### config.mk
export PLATFORM = sky130hd
export DESIGN_NAME = pwm_freq_sequencer
export DESIGN_NICKNAME = d
export VERILOG_FILES = /design/src/rtl/pwm_freq_sequencer.sv
export SDC_FILE = /design/constraint.sdc
export NUM_CORES = 1
export LEC_CHECK = 0
export ABC_AREA = 0
export BUFFER_PORTS_ARGS = -buffer_cell sky130_fd_sc_hd__buf_2
export CORE_MARGIN = 1.5
export CORE_UTILIZATION = 45
export DETAILED_ROUTE_END_ITERATION = 10
export GPL_ROUTABILITY_DRIVEN = 0
export SLEW_MARGIN = 25
export SYNTH_ARGS = -nofsm -noshare
export SYNTH_HDL_FRONTEND = slang
export SYNTH_SLANG_ARGS = --single-unit
### constraint.sdc
create_clock -name clk -period 4.8 [get_ports clk]
set_input_delay 0.48 -clock clk [delete_from_list [all_inputs] [get_ports clk]]
set_output_delay 0.48 -clock clk [all_outputs]
set_load 0.01 [all_outputs]
### src/rtl/pwm_freq_sequencer.sv
// PWM carrier generator with a shared half-period counter and glitch-free frequency switching.
// Frequency changes (host select or auto sweep) only take effect at the end of a full period.
module pwm_freq_sequencer #(
    parameter int unsigned CNT_W   = 12,
    parameter int unsigned SWEEP_W = 8
) (
    input  logic               clk,
    input  logic               rst,
    input  logic               run_en,
    input  logic               sel_valid,
    input  logic [2:0]         sel_idx,
    output logic               sel_ready,
    output logic               sel_err,
    input  logic               sweep_en,
    input  logic [SWEEP_W-1:0] sweep_periods,
    output logic               pwm_clk,
    output logic               period_tick,
    output logic [2:0]         cur_idx,
    output logic               busy
);

    typedef enum logic [1:0] {StStop, StRun, StPend} state_e;

    state_e             state_q, state_d;
    logic [CNT_W-1:0]   cnt_q, cnt_d;
    logic [2:0]         cur_idx_q, cur_idx_d;
    logic [2:0]         pend_idx_q, pend_idx_d;
    logic               pwm_clk_q, pwm_clk_d;
    logic               period_tick_q, period_tick_d;
    logic               sel_err_q, sel_err_d;
    logic [SWEEP_W-1:0] sweep_cnt_q, sweep_cnt_d;

    logic [CNT_W-1:0]   tc;
    logic               tc_hit;
    logic               pe;
    logic               accept;
    logic               host_sel;
    logic [SWEEP_W-1:0] sweep_max;
    logic [SWEEP_W-1:0] sweep_inc;
    logic [2:0]         sweep_next_idx;

    // Terminal counts: half period is tc+1 cycles of the 100 MHz clock.
    always_comb begin
        unique case (cur_idx_q)
            3'd0:    tc = CNT_W'(1999);
            3'd1:    tc = CNT_W'(999);
            3'd2:    tc = CNT_W'(666);
            3'd3:    tc = CNT_W'(499);
            3'd4:    tc = CNT_W'(399);
            3'd5:    tc = CNT_W'(332);
            3'd6:    tc = CNT_W'(285);
            default: tc = CNT_W'(1999);
        endcase
    end

    assign sel_ready      = (state_q != StPend);
    assign accept         = sel_valid && sel_ready;
    assign host_sel       = accept && (sel_idx != 3'd7);
    assign tc_hit         = (cnt_q == tc);
    assign pe             = (state_q != StStop) && tc_hit && pwm_clk_q;
    assign sweep_max      = (sweep_periods == '0) ? SWEEP_W'(1) : sweep_periods;
    assign sweep_inc      = sweep_cnt_q + SWEEP_W'(1);
    assign sweep_next_idx = (cur_idx_q == 3'd6) ? 3'd0 : cur_idx_q + 3'd1;

    always_comb begin
        state_d       = state_q;
        cnt_d         = cnt_q;
        cur_idx_d     = cur_idx_q;
        pend_idx_d    = pend_idx_q;
        pwm_clk_d     = pwm_clk_q;
        period_tick_d = 1'b0;
        sel_err_d     = accept && (sel_idx == 3'd7);
        sweep_cnt_d   = sweep_en ? sweep_cnt_q : '0;

        unique case (state_q)
            StStop: begin
                cnt_d       = '0;
                pwm_clk_d   = 1'b0;
                sweep_cnt_d = '0;
                if (host_sel) begin
                    cur_idx_d = sel_idx;
                end
                if (run_en) begin
                    state_d = StRun;
                end
            end
            StRun, StPend: begin
                if (tc_hit) begin
                    cnt_d     = '0;
                    pwm_clk_d = ~pwm_clk_q;
                end else begin
                    cnt_d = cnt_q + CNT_W'(1);
                end
                period_tick_d = pe;

                if (state_q == StRun) begin
                    if (pe && !run_en) begin
                        // Stopping at this boundary: a simultaneous select loads directly.
                        state_d     = StStop;
                        sweep_cnt_d = '0;
                        if (host_sel) begin
                            cur_idx_d = sel_idx;
                        end
                    end else if (host_sel) begin
                        pend_idx_d  = sel_idx;
                        state_d     = StPend;
                        sweep_cnt_d = '0;
                    end else if (pe && sweep_en) begin
                        if (sweep_inc >= sweep_max) begin
                            cur_idx_d   = sweep_next_idx;
                            sweep_cnt_d = '0;
                        end else begin
                            sweep_cnt_d = sweep_inc;
                        end
                    end
                end else if (pe) begin
                    cur_idx_d   = pend_idx_q;
                    sweep_cnt_d = '0;
                    state_d     = run_en ? StRun : StStop;
                end
            end
            default: begin
                state_d = StStop;
            end
        endcase
    end

    always_ff @(posedge clk or posedge rst) begin
        if (rst) begin
            state_q       <= StStop;
            cnt_q         <= '0;
            cur_idx_q     <= 3'd0;
            pend_idx_q    <= 3'd0;
            pwm_clk_q     <= 1'b0;
            period_tick_q <= 1'b0;
            sel_err_q     <= 1'b0;
            sweep_cnt_q   <= '0;
        end else begin
            state_q       <= state_d;
            cnt_q         <= cnt_d;
            cur_idx_q     <= cur_idx_d;
            pend_idx_q    <= pend_idx_d;
            pwm_clk_q     <= pwm_clk_d;
            period_tick_q <= period_tick_d;
            sel_err_q     <= sel_err_d;
            sweep_cnt_q   <= sweep_cnt_d;
        end
    end

    assign pwm_clk     = pwm_clk_q;
    assign period_tick = period_tick_q;
    assign sel_err     = sel_err_q;
    assign cur_idx     = cur_idx_q;
    assign busy        = (state_q != StStop);

endmodule

## After elaboration in Yosys (flattened, before gate mapping)

Cells that the tools add are included.
W data, S select, Z words.

- Input port bits: 16
- Logic and storage cells: 81
- Register bits after elaboration: 31
- Output and inout bits: 8

- Bitwise gates (word level): 2
- Mux-type cells: 31
- Magnitude comparators: 1
- Add/sub/neg operators: 3
- Eq/ne operators: 19
- Reductions and logical operators: 17

Operators by type and width:

| operator | number |
|---|---|
| $pmux W11 S6 | 1 |
| $mux W8 | 8 |
| $mux W3 | 8 |
| $pmux W12 S2 | 1 |
| $ne A4 B4 Y1 const B | 4 |
| $pmux W8 S2 | 1 |
| $add A12 B1 Y12 const B | 1 |
| $eq A12 B12 Y1 | 1 |
| $eq A3 B3 Y1 const B | 4 |
| $mux W12 | 1 |
| $mux W2 | 5 |
| $add A8 B1 Y8 const B | 1 |
| $ge A8 B8 Y1 | 1 |
| $logic_not A8 Y1 | 1 |
| $logic_and A1 B1 Y1 | 7 |
| $eq A3 B2 Y1 const B | 2 |
| $ne A2 B2 Y1 const B | 3 |
| $ne A3 B3 Y1 const B | 2 |
| $pmux W3 S2 | 1 |
| $reduce_and A5 Y1 | 1 |
| $pmux W2 S2 | 1 |
| $reduce_and A4 Y1 | 1 |
| $reduce_bool A2 Y1 | 2 |
| $add A3 B1 Y3 const B | 1 |
| 11 further kinds | 14 |

## Longest topological paths before layout

- Depth in word-level cells: 11
- Mapped depth: 14
- Depth with buffers taken out: 12

## Worst setup path before layout

No wires, ideal clock.

- Path type: flip-flop to flip-flop
- Start point: register cur_idx_q[0] (netlist: cur_idx[0])
- End point: register state_q[0]
- Library setup time: 0.128 ns
- Path buffers: 3
- Arrival time: 3.110 ns
- Stages on the path, launching flop included: 13
- Data required time: 4.672 ns
- Setup slack: 1.563 ns
- Path through: dfrtp_1 > buf_2 > buf_2 > nand2_1 > inv_1 > ha_1 > and3b_1 > or4_1 > or4_1 > buf_2 > o21a_1 > a221oi_2 > mux2_1

- Longest elaborated chain between the ends: 9

RTL lines:

| element | RTL line | text |
|---|---|---|
| start, declared | 26 | `logic [2:0] cur_idx_q, cur_idx_d;` |
| start signal, assigned | 141 | `cur_idx_q <= cur_idx_d;` |
| $eq A3 B3 Y1 (tied with other cells) | 44 | `unique case (cur_idx_q)` |
| $pmux W11 S6 * | 44 |  |
| $eq A12 B12 Y1 * | 59 | `assign tc_hit = (cnt_q == tc);` |
| $logic_and A1 B1 Y1 * (2 in series) | 60 | `assign pe = (state_q != StStop) && tc_hit && pwm_clk_q;` |
| $logic_and A1 B1 Y1 | 97 | `if (pe && !run_en) begin` |
| $mux W2 | 97 |  |
| $mux W2 | 96 | `if (state_q == StRun) begin` |
| $pmux W2 S2 | 75 | `unique case (state_q)` |
| end signal, assigned | 130 | `state_q <= StStop;` |
| end signal, assigned | 139 | `state_q <= state_d;` |
| end, declared | 24 | `state_e state_q, state_d;` |

Every way passes the cells marked *; elsewhere a longest branch is shown, timed or not.
A chain may end at the register's enable or synchronous reset.

## Final worst setup path

Ends and elaborated chain as after synthesis.

==> results_dict.tcl <==
set metrics [dict create \
    layout.nets 363 \
    cts_tree "yes" \
    total_power_mw 1.40 \
    cts_resized 0 \
    first_pass_iters 4 \
    r2r_cells 9 \
    synth_edf_count 0 \
    fmax_mhz 282 \
    syn_area_per_cell_um2 8.29 \
    yosys_most_used_dff "dfrtp_1" \
    cp_slowest_cell "dfrtp_1" \
    hpwl_um 4570 \
    path_depth 9 \
    drt.antenna.violating_nets 0 \
    drcViolationCount 0 \
    die_x_um 79.3 \
    ys_types 54 \
    slew_headroom_pct 46.6 \
    fin_crit_ns 3.54 \
    grt_pass1_wl_um 10700 \
    hold_buffers 0 \
    syn_to_final_growth_pct 9.17 \
    wl_per_cell_um 15.2 \
    h-tree-depth 2 \
    num_antenna_cells 0 \
    crit_buf_inv 1 \
    grt_pass1_vias 2303 \
    cts_buffers 5 \
    drive_gt1_share_pct 13.9 \
    yosysSeqAreaShare_pct 29.6 \
    path_max_fanout 19 \
    async_reset_ff_share_pct 100 \
    max-vdd-ir-drop_mv 0.361 \
    vias 2316 \
    endpoint_kind "register" \
    syn_area_um2 2620 \
    layout_common_cells "dfrtp_1 (31), nand2_1 (28), inv_1 (24)" \
    worst-endpoint-required_ns 4.97 \
    clk_pin_slew_ns 0.07 \
    final_util_pct 51.3 \
    final_common_cell "dfrtp_1" \
    fillers 542 \
    cp_top_family "simple AND/OR/NAND/NOR gates" \
    crit_path_max_incr_delay_ns 0.71 \
    ff2ff_setup_slack_ns 1.26 \
    coreArea_um2 5570 \
    cts.sinks 31 \
    powerDensity_nw_per_um2 491 \
    io-pin-count 24 \
    final.setup.tns_ns 0 \
    path_class "reg2reg" \
    setup_viol 0 \
    ys_seq_elements 31 \
    tightest_slew_ns 0.801 \
    synth_fp_nets 348 \
    slew_violations 0 \
    final-seq-area_um2 776 \
    start_util_pct 47.0 \
    cp_data_arrival_time_ns 3.71 \
    critical_path.most_common_cell "or4_1" \
    ys.warnings.count 0 \
    antenna_found_initial 0 \
    syn-instance-count 316 \
    root_buffer "clkbuf_8" \
    track_usage_pct 21.6 \
    cp_cell_sequence "nand2_1 > inv_1 > ha_1 > and3b_1 > or4_1 > or4_1 > o21a_1 > a221oi_2 > mux2_1" \
    rsz0062_at_grt "false" \
    finalCritPeriodShare_pct 73.8 \
    drt_iter0_drc 139 \
    routed_wl_um 6140 \
    hp-class "in2async" \
    power.leakage_nw 1.29 \
    grt_remaining_overflow 0 \
    status "finished clean" \
    insertion_delay_ns 0.29 \
    dieArea_um2 6290 \
    clockBufferDepth 2 \
    rr_startpoint "cur_idx[0]" \
    multi_input_area_um2 1660 \
    postCtsSetupRepairBufs 0 \
    worstReg2RegEnd "state_q[0]" \
    dieHeight_um 79.3 \
    fin_worst_skew_ns 0.00375 \
    io_buffers 23 \
    hold_viol 0 \
    drv_cap 0 \
    grt_max_degree 32 \
    row_count 27 \
    vias_per_cell 5.73 \
    startpoint_type "register" \
]
worst register-to-register path: stages, from the launching register on:
cell and delay [ns]:
dfrtp_1 0.71, nand2_1 0.20, inv_1 0.09, ha_1 0.24
and3b_1 0.20, or4_1 0.49, or4_1 0.57, o21a_1 0.26
a221oi_2 0.31, mux2_1 0.36
where the power goes:
group          switching (mW)  internal, mW
clock                   0.113         0.131
sequential             0.0992         0.307
combinational           0.432         0.322
total                   0.644         0.760
how the worst max path moves through the flow:
stage / startpoint / endpoint / slack, ns
floorplan: cur_idx[0] / state_q[0] / 1.56
CTS: cur_idx[1] / state_q[0] / 1.27
finish: cur_idx[0] / state_q[0] / 1.26
detailed placement: cur_idx[1] / state_q[0] / 1.27
global route: cur_idx[2] / state_q[0] / 1.01
global placement: cur_idx[0] / state_q[0] / 1.37
synth_stat cells, types with 3 or more instances:
master      n  area, um^2
o22ai_1     8        50.1
nor2_1     18        67.6
a22o_1      6        52.6
a31oi_1     3        18.8
nor4_1      4        25.0
and3_1      7        43.8
nand2_1    28         105
or2_2       3        18.8
nor3b_1     3        22.5
nor3_1      7        35.0
nand2b_1   11        68.8
xnor2_1     8        70.1
o31ai_1     3        22.5
o31a_1      3        26.3
inv_1      24        90.1
clkbuf_1    9        33.8
o21a_1      4        30.0
ha_1       16         200
mux2i_1     6        60.1
nor2b_1     3        18.8
buf_2       7        35.0
o211ai_1    3        22.5
nand3_1    16        80.1
o21ai_0    16        80.1
o2bb2ai_1   5        43.8
and2_1      3        18.8
dfrtp_1    31         776
mux2_2      4        45.0
a211oi_1    4        30.0
a21o_1      3        22.5
a21oi_1    18        90.1
and4_1      3        26.3
cell families (layout without fill, tap and decap cells):
family | Yosys count | after routing | share of synthesized area [%]
multiplexers | 12 | 12 | 5.30
flip-flops | 31 | 31 | 29.6
buffers and inverters | 42 | 58 | 6.93
adder cells (fa/ha/maj) | 16 | 16 | 7.64
XOR/XNOR | 10 | 10 | 3.34
AO/OA/AOI/OAI | 89 | 89 | 23.6
AND/OR/NAND/NOR | 116 | 116 | 23.6
layer usage:
layer | up-vias | track usage, % | share of wire (%)
met5 | - | 0 | 0
met4 | 0 | 7.54 | 1.1
met3 | 8 | 4.83 | 3.4
met2 | 51 | 36.0 | 48
met1 | 1075 | 27.4 | 48
li1 | 1182 | - | -
per-stage QoR:
stage          std cells  setup WS, ns  cell area, um^2  hold slack, ns
2_1_floorplan        316          1.56             2620           0.474
3_5_place_dp         396          1.27             2760           0.501
6_report             404          1.26             2860           0.263
4_1_cts              404          1.27             2860           0.280
5_1_grt              404          1.01             2860           0.323
3_3_place_gp         396          1.37             2760           0.495
sequential cells by signal (all words and copies together), names as in the netlist:
signal and flops:
cur_idx 3, state_q 2, pend_idx_q 3, period_tick 1, pwm_clk 1, sel_err 1
sweep_cnt_q 8, cnt_q 12
final cells by class:
cell class / instances / share of cell area [%]
inverters: 24 / 3.15
well taps: 72 / 3.15
flip-flops and latches: 31 / 27.1
multi-input cells: 243 / 58.1
clock inverters: 1 / 0.263
repair buffers: 26 / 4.81
clock buffers: 7 / 3.37
(Power assumes the default switching activity.)
